===== src/rtl/mfp_ahb_lite_interconnect_pkg.sv =====
// Shared AHB-Lite codes, data-phase select record and board address map
// for the MIPSfpga single-master interconnect.
package mfp_ahb_lite_interconnect_pkg;

    localparam logic [1:0] HTRANS_IDLE   = 2'b00;
    localparam logic [1:0] HTRANS_BUSY   = 2'b01;
    localparam logic [1:0] HTRANS_NONSEQ = 2'b10;
    localparam logic [1:0] HTRANS_SEQ    = 2'b11;

    localparam logic HRESP_OKAY  = 1'b0;
    localparam logic HRESP_ERROR = 1'b1;

    // Index field wide enough for the 16-slave maximum
    localparam int IDX_W = 4;

    typedef enum logic [1:0] {
        DS_IDLE = 2'b00,
        DS_ERR1 = 2'b01,
        DS_ERR2 = 2'b10
    } ds_state_e;

    typedef struct packed {
        logic             dflt;
        logic [IDX_W-1:0] idx;
    } dsel_t;

    localparam dsel_t DSEL_DEFAULT = '{dflt: 1'b1, idx: {IDX_W{1'b0}}};

    // Board map: 0 boot ROM, 1 RAM, 2 GPIO, 3 UART, 4 SPI (slave 0 in the low word)
    localparam int BOARD_N_SLAVES = 5;
    localparam logic [BOARD_N_SLAVES*32-1:0] BOARD_SLAVE_BASE =
        {32'h1F820000, 32'h1F810000, 32'h1F800000, 32'h00000000, 32'h1FC00000};
    localparam logic [BOARD_N_SLAVES*32-1:0] BOARD_SLAVE_MASK =
        {32'h1FFF0000, 32'h1FFF0000, 32'h1FFF0000, 32'h10000000, 32'h1FC00000};

    function automatic logic is_active(input logic [1:0] htrans);
        return (htrans == HTRANS_NONSEQ) || (htrans == HTRANS_SEQ);
    endfunction

endpackage


===== src/rtl/mfp_ahb_lite_interconnect_if.sv =====
// AHB-Lite bus bundle between the core, the interconnect and the slaves.
// master: the core/slave environment side; slave: the interconnect side.
interface mfp_ahb_lite_interconnect_if #(
    parameter int N_SLAVES = 5
);
    logic [31:0]            HADDR;
    logic [1:0]             HTRANS;
    logic                   HWRITE;
    logic [31:0]            HRDATA;
    logic                   HREADY;
    logic                   HRESP;
    logic [N_SLAVES-1:0]    S_HSEL;
    logic [N_SLAVES-1:0]    S_HREADYOUT;
    logic [N_SLAVES-1:0]    S_HRESP;
    logic [N_SLAVES*32-1:0] S_HRDATA;

    modport master (
        output HADDR, HTRANS, HWRITE, S_HREADYOUT, S_HRESP, S_HRDATA,
        input  HRDATA, HREADY, HRESP, S_HSEL
    );

    modport slave (
        input  HADDR, HTRANS, HWRITE, S_HREADYOUT, S_HRESP, S_HRDATA,
        output HRDATA, HREADY, HRESP, S_HSEL
    );
endinterface


===== src/rtl/mfp_ahb_lite_default_slave.sv =====
// Default slave: two-cycle ERROR for unmapped active transfers plus the
// exported error status (last errored address, saturating count, pulse).
module mfp_ahb_lite_default_slave
    import mfp_ahb_lite_interconnect_pkg::*;
#(
    parameter int ERR_CNT_W = 8
) (
    input  logic                 HCLK,
    input  logic                 HRESETn,
    input  logic                 bus_ready,
    input  logic                 addr_hit,
    input  logic [1:0]           HTRANS,
    input  logic [31:0]          HADDR,
    output logic                 ds_hready,
    output logic                 ds_hresp,
    output logic [31:0]          ERR_ADDR,
    output logic [ERR_CNT_W-1:0] ERR_COUNT,
    output logic                 ERR_PULSE
);

    ds_state_e            state_r;
    ds_state_e            state_s;
    logic                 new_err_s;
    logic                 err_load_s;
    logic [31:0]          err_addr_r;
    logic [ERR_CNT_W-1:0] err_count_r;
    logic                 err_pulse_r;

    // FSM state register
    always_ff @(posedge HCLK) begin
        if (!HRESETn) begin
            state_r <= DS_IDLE;
        end else begin
            state_r <= state_s;
        end
    end

    // Next state and default-slave response
    always_comb begin
        state_s    = state_r;
        ds_hready  = 1'b1;
        ds_hresp   = HRESP_OKAY;
        err_load_s = 1'b0;
        new_err_s  = bus_ready && !addr_hit && is_active(HTRANS);
        case (state_r)
            DS_IDLE: begin
                if (new_err_s) begin
                    state_s    = DS_ERR1;
                    err_load_s = 1'b1;
                end else begin
                    state_s = DS_IDLE;
                end
            end
            DS_ERR1: begin
                ds_hready = 1'b0;
                ds_hresp  = HRESP_ERROR;
                state_s   = DS_ERR2;
            end
            DS_ERR2: begin
                ds_hresp = HRESP_ERROR;
                if (new_err_s) begin
                    state_s    = DS_ERR1;
                    err_load_s = 1'b1;
                end else begin
                    state_s = DS_IDLE;
                end
            end
            default: begin
                state_s = DS_IDLE;
            end
        endcase
    end

    // Error status capture; counter sticks at all-ones
    always_ff @(posedge HCLK) begin
        if (!HRESETn) begin
            err_addr_r  <= 32'h0;
            err_count_r <= {ERR_CNT_W{1'b0}};
            err_pulse_r <= 1'b0;
        end else begin
            err_pulse_r <= err_load_s;
            if (err_load_s) begin
                err_addr_r <= HADDR;
                if (err_count_r != {ERR_CNT_W{1'b1}}) begin
                    err_count_r <= err_count_r + ERR_CNT_W'(1);
                end
            end
        end
    end

    assign ERR_ADDR  = err_addr_r;
    assign ERR_COUNT = err_count_r;
    assign ERR_PULSE = err_pulse_r;

endmodule


===== src/rtl/mfp_ahb_lite_interconnect.sv =====
// Single-master AHB-Lite decoder and response mux for N_SLAVES base/mask
// windows; HREADY comes from the data-phase owner only.
module mfp_ahb_lite_interconnect
    import mfp_ahb_lite_interconnect_pkg::*;
#(
    parameter int                      N_SLAVES   = 5,
    parameter logic [N_SLAVES*32-1:0]  SLAVE_BASE = {N_SLAVES{32'h0}},
    parameter logic [N_SLAVES*32-1:0]  SLAVE_MASK = {N_SLAVES{32'h0}},
    parameter int                      ERR_CNT_W  = 8
) (
    input  logic                       HCLK,
    input  logic                       HRESETn,
    mfp_ahb_lite_interconnect_if.slave bus,
    output logic [31:0]                ERR_ADDR,
    output logic [ERR_CNT_W-1:0]       ERR_COUNT,
    output logic                       ERR_PULSE
);

    logic                hit_s;
    logic [IDX_W-1:0]    hit_idx_s;
    logic [N_SLAVES-1:0] hsel_s;
    logic                win_s;
    dsel_t               dsel_s;
    dsel_t               dsel_r;
    logic                hready_s;
    logic                hresp_s;
    logic [31:0]         hrdata_s;
    logic                ds_hready_s;
    logic                ds_hresp_s;

    // Address decode; scanning downwards leaves the lowest matching index
    always_comb begin
        hit_s     = 1'b0;
        hit_idx_s = {IDX_W{1'b0}};
        win_s     = 1'b0;
        for (int i = N_SLAVES - 1; i >= 0; i--) begin
            win_s = (SLAVE_MASK[i*32 +: 32] != 32'h0) &&
                    ((bus.HADDR & SLAVE_MASK[i*32 +: 32]) == SLAVE_BASE[i*32 +: 32]);
            hit_s     = win_s ? 1'b1 : hit_s;
            hit_idx_s = win_s ? IDX_W'(i) : hit_idx_s;
        end
        for (int i = 0; i < N_SLAVES; i++) begin
            hsel_s[i] = hit_s && (hit_idx_s == IDX_W'(i));
        end
        dsel_s.dflt = !hit_s;
        dsel_s.idx  = hit_idx_s;
    end

    // Data-phase owner advances only when the current data phase completes
    always_ff @(posedge HCLK) begin
        if (!HRESETn) begin
            dsel_r <= DSEL_DEFAULT;
        end else if (hready_s) begin
            dsel_r <= dsel_s;
        end
    end

    // Response mux: default slave unless a real slave owns the data phase
    always_comb begin
        hready_s = ds_hready_s;
        hresp_s  = ds_hresp_s;
        hrdata_s = 32'h0;
        for (int i = 0; i < N_SLAVES; i++) begin
            hready_s = (!dsel_r.dflt && dsel_r.idx == IDX_W'(i)) ? bus.S_HREADYOUT[i]    : hready_s;
            hresp_s  = (!dsel_r.dflt && dsel_r.idx == IDX_W'(i)) ? bus.S_HRESP[i]        : hresp_s;
            hrdata_s = (!dsel_r.dflt && dsel_r.idx == IDX_W'(i)) ? bus.S_HRDATA[i*32 +: 32] : hrdata_s;
        end
    end

    mfp_ahb_lite_default_slave #(
        .ERR_CNT_W (ERR_CNT_W)
    ) u_default_slave (
        .HCLK      (HCLK),
        .HRESETn   (HRESETn),
        .bus_ready (hready_s),
        .addr_hit  (hit_s),
        .HTRANS    (bus.HTRANS),
        .HADDR     (bus.HADDR),
        .ds_hready (ds_hready_s),
        .ds_hresp  (ds_hresp_s),
        .ERR_ADDR  (ERR_ADDR),
        .ERR_COUNT (ERR_COUNT),
        .ERR_PULSE (ERR_PULSE)
    );

    assign bus.S_HSEL = hsel_s;
    assign bus.HREADY = hready_s;
    assign bus.HRESP  = hresp_s;
    assign bus.HRDATA = hrdata_s;

endmodule


===== src/flat_wrapper.sv =====
// flat-port wrapper written by rule: the top's interface ports become plain ports
module mfp_ahb_lite_interconnect_flat import mfp_ahb_lite_interconnect_pkg::*;
#(
    parameter int                      N_SLAVES   = 5,
    parameter logic [N_SLAVES*32-1:0]  SLAVE_BASE = {N_SLAVES{32'h0}},
    parameter logic [N_SLAVES*32-1:0]  SLAVE_MASK = {N_SLAVES{32'h0}},
    parameter int                      ERR_CNT_W  = 8
)
  (HCLK, HRESETn, ERR_ADDR, ERR_COUNT, ERR_PULSE, bus_HADDR, bus_HTRANS, bus_HWRITE, bus_S_HREADYOUT, bus_S_HRESP, bus_S_HRDATA, bus_HRDATA, bus_HREADY, bus_HRESP, bus_S_HSEL);
  mfp_ahb_lite_interconnect_if #(.N_SLAVES(N_SLAVES)) bus_i ();
  input  logic HCLK;
  input  logic HRESETn;
  output logic [31:0] ERR_ADDR;
  output logic [ERR_CNT_W-1:0] ERR_COUNT;
  output logic ERR_PULSE;
  input wire logic [$bits(bus_i.HADDR)-1:0] bus_HADDR;
  input wire logic [$bits(bus_i.HTRANS)-1:0] bus_HTRANS;
  input wire logic [$bits(bus_i.HWRITE)-1:0] bus_HWRITE;
  input wire logic [$bits(bus_i.S_HREADYOUT)-1:0] bus_S_HREADYOUT;
  input wire logic [$bits(bus_i.S_HRESP)-1:0] bus_S_HRESP;
  input wire logic [$bits(bus_i.S_HRDATA)-1:0] bus_S_HRDATA;
  output wire logic [$bits(bus_i.HRDATA)-1:0] bus_HRDATA;
  output wire logic [$bits(bus_i.HREADY)-1:0] bus_HREADY;
  output wire logic [$bits(bus_i.HRESP)-1:0] bus_HRESP;
  output wire logic [$bits(bus_i.S_HSEL)-1:0] bus_S_HSEL;
  assign bus_i.HADDR = bus_HADDR;
  assign bus_i.HTRANS = bus_HTRANS;
  assign bus_i.HWRITE = bus_HWRITE;
  assign bus_i.S_HREADYOUT = bus_S_HREADYOUT;
  assign bus_i.S_HRESP = bus_S_HRESP;
  assign bus_i.S_HRDATA = bus_S_HRDATA;
  assign bus_HRDATA = bus_i.HRDATA;
  assign bus_HREADY = bus_i.HREADY;
  assign bus_HRESP = bus_i.HRESP;
  assign bus_S_HSEL = bus_i.S_HSEL;
  mfp_ahb_lite_interconnect #(.N_SLAVES(N_SLAVES), .SLAVE_BASE(SLAVE_BASE), .SLAVE_MASK(SLAVE_MASK), .ERR_CNT_W(ERR_CNT_W)) u_core (.HCLK(HCLK), .HRESETn(HRESETn), .bus(bus_i), .ERR_ADDR(ERR_ADDR), .ERR_COUNT(ERR_COUNT), .ERR_PULSE(ERR_PULSE));
endmodule

===== config.mk =====
export PLATFORM = sky130hd
export DESIGN_NAME = mfp_ahb_lite_interconnect_flat
export DESIGN_NICKNAME = d
export VERILOG_FILES = /design/src/rtl/mfp_ahb_lite_interconnect_pkg.sv /design/src/rtl/mfp_ahb_lite_interconnect_if.sv /design/src/rtl/mfp_ahb_lite_default_slave.sv /design/src/rtl/mfp_ahb_lite_interconnect.sv /design/src/flat_wrapper.sv
export SDC_FILE = /design/constraint.sdc
export NUM_CORES = 1
export LEC_CHECK = 0
export ABC_CLOCK_PERIOD_IN_PS = 1410
export CAP_MARGIN = 20
export CORE_AREA = 2 2 111 113
export DETAILED_ROUTE_END_ITERATION = 7
export DIE_AREA = 0 0 113 115
export PLACE_DENSITY_LB_ADDON = 0.12
export SLEW_MARGIN = 20
export SYNTH_ARGS = -nofsm -noshare
export SYNTH_HDL_FRONTEND = slang
export SYNTH_SLANG_ARGS = --single-unit

===== constraint.sdc =====
create_clock -name HCLK -period 1.41 [get_ports HCLK]
set_input_delay 0.141 -clock HCLK [delete_from_list [all_inputs] [get_ports HCLK]]
set_output_delay 0.141 -clock HCLK [all_outputs]
set_load 0.02 [all_outputs]

==> results.txt, run 1 <==
----------------------------------------------------
[Place]
  Total cell area at the placement stage ... 2859 sq um
  Cell Count Post-Placement ... 464
  Routability cong. ... 0.6644
  Worst slack at placement ... -0.1943 ns
  IO Port Bufs ... 77
  Detailed Place HPWL ... 3777 um

[Timing]
  Final count of negative-setup-slack endpoints ... 19
  Worst hold slack across all endpoints ... 0.4066 ns
  Time the final worst path needs with I/O delays and setup ... 1.443 ns
  Setup TNS after final layout ... -0.2488 ns
  Worst Slack Setup Final ... -0.03330 ns
  Achievable Freq ... 0.6929 GHz
  Clock skew after layout ... 0.003623 ns
  Final period util ... 1.024
  Final Hold Viols ... 0
  Number of max-slew violations in the final report ... 0
  RSZ-0062 raised after global routing ... yes

[Cells and area]
  Fillers ... 1267
  Post-Layout Cell Count ... 480
  Share of layout cells above drive strength 1 ... 0.2222
  Post-Layout Inst Area ... 3401 sq um
  Area growth from synthesis to layout ... 70.09%
  Diode insertion count for antenna repair ... 0
  Most common cell after layout, fill and taps aside ... sky130_fd_sc_hd__nand2_1
  Fraction of the core area covered by cells at the end of the flow ... 0.2879
  Most used cells in the layout excluding fill and tap cells ... sky130_fd_sc_hd__nand2_1, sky130_fd_sc_hd__clkdlybuf4s50_1, sky130_fd_sc_hd__dfxtp_1
  Final nets ... 546

[Synthesis]
  Yosys warning count ... 0
  Cell count after synthesis ... 238
  Synth cell types ... 33
  Area share of fa/ha/maj cells after synthesis ... 0.03755
  XOR/XNOR Fraction of Synth Area ... 0
  Dominant combinational cell family by area after synthesis ... simple AND/OR/NAND/NOR gates
  Flip-flop and latch count after synthesis ... 43
  Mapped Area ... 1999 sq um
  Synthesized-area fraction occupied by ao, oa, aoi and oai cells ... 0.1383
  Mux cell area share after synthesis ... 0.02003
  Fraction of the yosys area taken by sequential cells ... 0.4305
  Synth Area per Inst ... 8.401 sq um
  Fraction of the mapped netlist area in simple logic gates ... 0.1952

[Power and ir drop]
  Max rail drop VDD ... 443.5 uV
  Leakage power ... 1.544 nW
  Power Density ... 995.1 nW/um^2
  Overall Power ... 3.384 mW

[Die]
  Number of rows in the core area ... 40
  Horizontal extent of the die ... 113 um
  Area of the core ... 11810 sq um
  Ports ... 287
  Die Ht ... 115 um
  Area of the die ... 13000 sq um
  Effective utilization at floorplan ... 0.1693

[Detailed routing]
  DRC ... 10
  DRC marker count from the first detailed-route iteration ... 55
  Initial DRT Pass Iterations ... 6
  Average via count per standard cell ... 3.675
  Via total after detailed routing ... 1764
  Total length of routed wires ... 5704 um
  Residual antenna-violating net count after detailed routing ... 0
  Final routed wire length divided by cell count ... 11.88 um

[Clocking]
  Number of clock sinks ... 43
  Number of buffers created by CTS ... 5
  Clk pin slew, worst setup/hold paths ... 0.06 ns
  Clk buf depth ... 2
  H-tree depth reported by CTS ... 2
  Number of buffers added to fix hold violations after cts ... 0
  Clock root buffer master ... sky130_fd_sc_hd__clkbuf_16
  Clock Latency Late Sink ... 0.28 ns
  TritonCTS clock tree ... yes

[GRT]
  Global-route wire length before repair ... 8362 um
  Antenna violations before repair ... 0
  Remaining global-route overflow ... 0
  Global-route usage over all layers ... 0.08137
  Vias in the first global route ... 1642
  Maximum number of pins on one net before global-route repair ... 20

[Hold path]
  Hold Crit Depth ... 3
  Path category of the worst min-delay check ... in -> reg

[Worst setup path]
  Worst-path fanout max ... 8
  Startpoint kind of the worst setup timing path ... flop
  Arr. time, crit path ... 1.66 ns
  Data required time at the worst endpoint ... 1.62 ns
  Critical path type ... reg -> reg
  R2R depth ... 7
  Type of destination of the critical path ... flop

[Outcome]
  Result of the run ... finished, violations left
  Violations in the final reports ... DRC, setup timing

[Run]
  Maximum capacitance violations ... 0

----------------------------------------------------
[state kept, by name, indices dropped and copies added (netlist names)]
register / count
u_core.u_default_slave.ERR_ADDR: 32
u_core.u_default_slave.ERR_COUNT: 8
u_core.u_default_slave.ERR_PULSE: 1
u_core.u_default_slave.state_r: 2
[layout make-up]
cell class	count	area [sq um]	area share
Multi-Input combinational cell	178	1102	0.3241
Timing Repair Buffer	99	1075	0.3160
Sequential cell	43	868.3	0.2553
Tap cell	147	183.9	0.05408
Clock buffer	6	138.9	0.04084
Inverter	6	27.53	0.008094
Clock inverter	1	5.005	0.001472
[power breakdown]
group	switching (mW)	internal (mW)	total, mW
sequential	0.0487	1.29	1.34
clock	0.452	0.692	1.14
combinational	0.470	0.428	0.898
[cell families after synthesis]
logic type | Yosys count
adder cells (fa/ha/maj) | 6
flip-flops | 43
AND/OR/NAND/NOR | 87
AO/OA/AOI/OAI | 44
buffers and inverters | 53
other | 1
multiplexers | 4
[path summary, 6_finish.rpt]
path	from	end	slack [ns]
setup / recovery	u_core.u_default_slave.state_r[1]	u_core.u_default_slave.ERR_ADDR[19]	-0.03
hold reg to reg	u_core.u_default_slave.ERR_ADDR[1]	u_core.u_default_slave.ERR_ADDR[1]	0.45
hold / removal	bus_HADDR[10]	u_core.u_default_slave.ERR_ADDR[10]	0.41
setup reg to reg	u_core.u_default_slave.state_r[1]	u_core.u_default_slave.ERR_ADDR[19]	-0.03
[critical path, cell delays in order, from the launching register on]
cell and delay, ns:
sky130_fd_sc_hd__dfxtp_2 0.34, sky130_fd_sc_hd__buf_6 0.12, sky130_fd_sc_hd__ha_4 0.17, sky130_fd_sc_hd__o21ai_4 0.24, sky130_fd_sc_hd__buf_12 0.17, sky130_fd_sc_hd__clkbuf_16 0.16
sky130_fd_sc_hd__nand2_1 0.05, sky130_fd_sc_hd__a21oi_1 0.12
[repair_timing]
item / in CTS / in global routing
cloned: 1 / 2
pin swaps: 14 / 19
setup buffers: 2 / 4
endpoints found under the setup margin: 50 / 47
resized for setup: 37 / 53
[cell usage after synthesis]
master                      count  share of area
sky130_fd_sc_hd__nand2_1       71           0.13
sky130_fd_sc_hd__dfxtp_1       43           0.43
sky130_fd_sc_hd__buf_4         40           0.15
sky130_fd_sc_hd__a21oi_1       34          0.085
sky130_fd_sc_hd__ha_1           6          0.038
sky130_fd_sc_hd__inv_1          5         0.0094
sky130_fd_sc_hd__clkbuf_1       4         0.0075
sky130_fd_sc_hd__mux2i_1        4          0.020
sky130_fd_sc_hd__buf_2          3         0.0075
sky130_fd_sc_hd__nand2b_1       3         0.0094
sky130_fd_sc_hd__nand3_1        2         0.0050
sky130_fd_sc_hd__nor3_1         2         0.0050
sky130_fd_sc_hd__a2111oi_2      1         0.0075
sky130_fd_sc_hd__a311oi_1       1         0.0044
sky130_fd_sc_hd__and2_1         1         0.0031
sky130_fd_sc_hd__and3_1         1         0.0031
sky130_fd_sc_hd__clkinv_1       1         0.0019
sky130_fd_sc_hd__conb_1         1         0.0019
sky130_fd_sc_hd__nand4_2        1         0.0063
sky130_fd_sc_hd__nor2_1         1         0.0019
sky130_fd_sc_hd__nor2_2         1         0.0031
sky130_fd_sc_hd__nor2_4         1         0.0056
sky130_fd_sc_hd__nor2b_4        1         0.0069
sky130_fd_sc_hd__nor3_2         1         0.0050
sky130_fd_sc_hd__nor4b_2        1         0.0075
sky130_fd_sc_hd__o211ai_1       1         0.0038
sky130_fd_sc_hd__o211ai_4       1          0.011
sky130_fd_sc_hd__o21a_1         1         0.0038
sky130_fd_sc_hd__o21ai_0        1         0.0025
sky130_fd_sc_hd__o21ai_4        1         0.0081
sky130_fd_sc_hd__o21bai_1       1         0.0038
sky130_fd_sc_hd__o311a_1        1         0.0050
sky130_fd_sc_hd__o31ai_1        1         0.0038
[per-layer routing]
| metal | global-route usage | vias up | share of wire |
|---|---|---|---|
| li1 | - | 887 | - |
| met1 | 0.1039 | 814 | 0.44 |
| met2 | 0.1357 | 61 | 0.49 |
| met3 | 0.02267 | 2 | 0.064 |
| met4 | 0.02195 | 0 | 0.0044 |
| met5 | 0 | - | 0 |
Note: power is estimated with default switching activity, not from simulation.
==> run 2: changes to the inputs <==
--- a/config.mk
+++ b/config.mk
@@ -6,12 +6,12 @@
 export NUM_CORES = 1
 export LEC_CHECK = 0
 export ABC_CLOCK_PERIOD_IN_PS = 1410
-export CAP_MARGIN = 20
 export CORE_AREA = 2 2 111 113
 export DETAILED_ROUTE_END_ITERATION = 7
 export DIE_AREA = 0 0 113 115
+export GPL_TIMING_DRIVEN = 0
 export PLACE_DENSITY_LB_ADDON = 0.12
-export SLEW_MARGIN = 20
+export SLEW_MARGIN = 25
 export SYNTH_ARGS = -nofsm -noshare
 export SYNTH_HDL_FRONTEND = slang
 export SYNTH_SLANG_ARGS = --single-unit
==> run 2 against run 1 <==
  * The run still ends with DRC, setup timing left
  * Total power increased by 2.4%
  * Via count increased by 8.9%
  * Worst setup slack got worse by 0.062 ns
  * Clock power about the same
  * Sequential cell count unchanged
  * Count of clock-buffer cells in the layout increased by 1
  * Final cell count increased by 11%
  * Cell area increased by 10%
  * Clock skew decreased by 0.00056 ns
  * First-iteration DRC count increased by 1.8%
  * Global-route usage increased by 0.73 points
  * Sequential share of layout area decreased by 2.3 points
  * Highest routed layer unchanged
==> results.txt, run 2 (synthesis gave the netlist of run 1 again) <==
----------------------------------------------------
[Timing]
  Number of max-slew violations in the final report ... 0 (unchanged)
  RSZ-0062 raised after global routing ... yes (unchanged)
  Clock skew after layout ... 0.003064 ns (was 0.003623 ns)
  Final period util ... 1.067 (was 1.024)
  Transition at the pin with the smallest max-transition slack ... 0.6279 ns
  Achievable Freq ... 0.6644 GHz (was 0.6929 GHz)
  Time the final worst path needs with I/O delays and setup ... 1.505 ns (was 1.443 ns)
  Normalized max-slew margin ... 0.5814
  Final Hold Viols ... 0 (unchanged)
  Final count of negative-setup-slack endpoints ... 38 (was 19)
  Worst Slack Setup Final ... -0.09516 ns (was -0.03330 ns)

[Power and ir drop]
  Switching power as a share of total power ... 0.2897 (was 0.2868)
  Overall Power ... 3.466 mW (was 3.384 mW)
  Power Density ... 923.6 nW/um^2 (was 995.1 nW/um^2)
  Leakage power ... 1.651 nW (was 1.544 nW)
  Power share of the combinational group ... 0.293 (was 0.265)
  Sw power ... 1.004 mW (was 970.7 uW)
  Max rail drop VDD ... 435.1 uV (was 443.5 uV)
  Internal power contribution ... 2.462 mW (was 2.413 mW)
  Clock network fraction of design power ... 0.322 (was 0.338)
  Proportion of power drawn by flip-flops and latches ... 0.385 (was 0.397)

[Clocking]
  H-tree depth reported by CTS ... 2 (unchanged)
  Clk pin slew, worst setup/hold paths ... 0.06 ns (about the same)
  TritonCTS clock tree ... yes (unchanged)
  Number of clock sinks ... 43 (unchanged)
  Number of buffers created by CTS ... 5 (unchanged)
  Clock root buffer master ... sky130_fd_sc_hd__clkbuf_16 (unchanged)
  Clock Latency Late Sink ... 0.28 ns (about the same)
  Number of buffers added to fix hold violations after cts ... 0 (unchanged)
  Clk buf depth ... 2 (unchanged)

[Detailed routing]
  Total length of routed wires ... 5963 um (was 5704 um)
  Via total after detailed routing ... 1921 (was 1764)
  Initial DRT Pass Iterations ... 6 (unchanged)
  DRC marker count from the first detailed-route iteration ... 56 (was 55)
  Final routed wire length divided by cell count ... 11.23 um (was 11.88 um)
  Average via count per standard cell ... 3.618 (was 3.675)
  Residual antenna-violating net count after detailed routing ... 0 (unchanged)
  DRC ... 10 (unchanged)

[Worst setup path]
  Arr. time, crit path ... 1.67 ns (was 1.66 ns)
  Critical path type ... reg -> reg (unchanged)
  Startpoint kind of the worst setup timing path ... flop (unchanged)
  Type of destination of the critical path ... flop (unchanged)
  Worst-path fanout max ... 6 (was 8)
  Data required time at the worst endpoint ... 1.58 ns (was 1.62 ns)

[Cells and area]
  Final nets ... 596 (was 546)
  Most common cell after layout, fill and taps aside ... sky130_fd_sc_hd__clkdlybuf4s50_1 (was sky130_fd_sc_hd__nand2_1)
  Diode insertion count for antenna repair ... 0 (unchanged)
  Post-Layout Cell Count ... 531 (was 480)
  Share of layout cells above drive strength 1 ... 0.3411 (was 0.2222)
  Most used cells in the layout excluding fill and tap cells ... sky130_fd_sc_hd__clkdlybuf4s50_1, sky130_fd_sc_hd__nand2_1, sky130_fd_sc_hd__buf_4 (was sky130_fd_sc_hd__nand2_1, sky130_fd_sc_hd__clkdlybuf4s50_1, sky130_fd_sc_hd__dfxtp_1)
  Flip-flop count of the largest register after layout ... 32 (unchanged)
  Fillers ... 1257 (was 1267)
  Area growth from synthesis to layout ... 87.67% (was 70.09%)

[Die]
  Number of rows in the core area ... 40 (unchanged)
  Effective utilization at floorplan ... 0.1693 (unchanged)
  Ports ... 287 (unchanged)
  Die Ht ... 115 um (unchanged)
  Area of the die ... 13000 sq um (unchanged)
  Area of the core ... 11810 sq um (unchanged)
  Horizontal extent of the die ... 113 um (unchanged)

[GRT]
  Antenna violations before repair ... 0 (unchanged)
  Global-route wire length before repair ... 9218 um (was 8362 um)
  Vias in the first global route ... 1835 (was 1642)
  Global-route usage over all layers ... 0.08863 (was 0.08137)
  Remaining global-route overflow ... 0 (unchanged)
  Maximum number of pins on one net before global-route repair ... 13 (was 20)

[Hold path]
  Path category of the worst min-delay check ... in -> reg (unchanged)

[Run]
  Maximum capacitance violations ... 0 (unchanged)

[Place]
  Detailed Place HPWL ... 3970 um (was 3777 um)
  Routability cong. ... 0.6782 (was 0.6644)
  Cell Count Post-Placement ... 498 (was 464)
  IO Port Bufs ... 77 (unchanged)

[Outcome]
  Violations in the final reports ... DRC, setup timing (unchanged)
  Result of the run ... finished, violations left (unchanged)

----------------------------------------------------
-- run 2: cell count changes in the layout (fill, tap and decap cells not counted), moves of 2 or more --
cell and delta:
sky130_fd_sc_hd__a21oi_2 +3, sky130_fd_sc_hd__buf_8 +2, sky130_fd_sc_hd__nand2_1 -7, sky130_fd_sc_hd__buf_12 -4, sky130_fd_sc_hd__clkbuf_1 +5, sky130_fd_sc_hd__nand2_2 +12, sky130_fd_sc_hd__clkdlybuf4s50_1 +8, sky130_fd_sc_hd__buf_4 +41
sky130_fd_sc_hd__buf_6 +7, sky130_fd_sc_hd__nand2_4 -5, sky130_fd_sc_hd__a21oi_1 -3, sky130_fd_sc_hd__dlymetal6s2s_1 -7
-- run 2: repair_timing --
| action | in CTS | in global routing |
|---|---|---|
| gates resized for setup | 45 | 55 |
| pin swaps | 8 | 13 |
| buffers inserted | 15 | 6 |
| cloned | 2 | 2 |
| setup endpoints to repair | 51 | 48 |
-- run 2: metrics by stage --
stage          cell area (sq um)  setup WS, ns  utilization  setup TNS, ns  hold WS (ns)
6_report                    3752      -0.09516       0.3177         -2.054        0.4069
5_1_grt                     3752       -0.1958       0.3177         -5.000        0.4082
4_1_cts                     3470       -0.1003       0.2938         -1.661        0.3988
3_5_place_dp                3092       -0.3628       0.2618         -12.19        0.4471
3_3_place_gp                3092       -0.3457       0.2618         -11.99        0.4433
2_1_floorplan               2137      -0.01421            -        -0.3934        0.2770
-- run 2: power groups by stage --
stage / sequential, mW / combinational (mW) / clock (mW)
2_1_floorplan: 1.45 / 0.378 / 0
3_3_place_gp: 1.36 / 0.791 / 0
3_5_place_dp: 1.36 / 0.794 / 0
4_1_cts: 1.34 / 0.909 / 1.21
5_1_grt: 1.35 / 1.09 / 1.24
6_report: 1.34 / 1.01 / 1.12
-- run 2: worst max-delay path, cell delays in order (launching register included) --
cell	delay, ns
sky130_fd_sc_hd__dfxtp_4	0.37
sky130_fd_sc_hd__inv_4	0.05
sky130_fd_sc_hd__ha_4	0.16
sky130_fd_sc_hd__nor2b_4	0.17
sky130_fd_sc_hd__buf_4	0.15
sky130_fd_sc_hd__o211ai_4	0.13
sky130_fd_sc_hd__o311a_1	0.37
-- run 2: area by class of cell --
type                            instances  area (sq um)  area share
Clock inverter                          1         5.005    0.001334
Buffer                                 47         372.9     0.09937
Multi-Input combinational cell        179          1149      0.3061
Clock buffer                            7         132.6     0.03535
Timing Repair Buffer                  101          1010      0.2691
Tap cell                              147         183.9     0.04902
Inverter                                6         28.78    0.007669
Sequential cell                        43         870.8      0.2321
-- run 2: metal layers --
metal  global-route usage  wire length, um  vias to the layer above
li1                     -                -                      991
met2               0.1473             2897                       64
met1               0.1166             2665                      862
met4              0.02195               42                        0
met5                    0                0                        -
met3              0.02109              357                        4
-- run 2: final timing paths --
path	endpoint	slack (ns)	startpoint	cells after the start
max	u_core.u_default_slave.ERR_COUNT[7]	-0.1	u_core.u_default_slave.state_r[1]	6
min reg2reg	u_core.u_default_slave.ERR_ADDR[5]	0.45	u_core.u_default_slave.ERR_ADDR[5]	2
min	u_core.u_default_slave.ERR_ADDR[4]	0.41	bus_HADDR[4]	3
max reg2reg	u_core.u_default_slave.ERR_COUNT[7]	-0.1	u_core.u_default_slave.state_r[1]	6
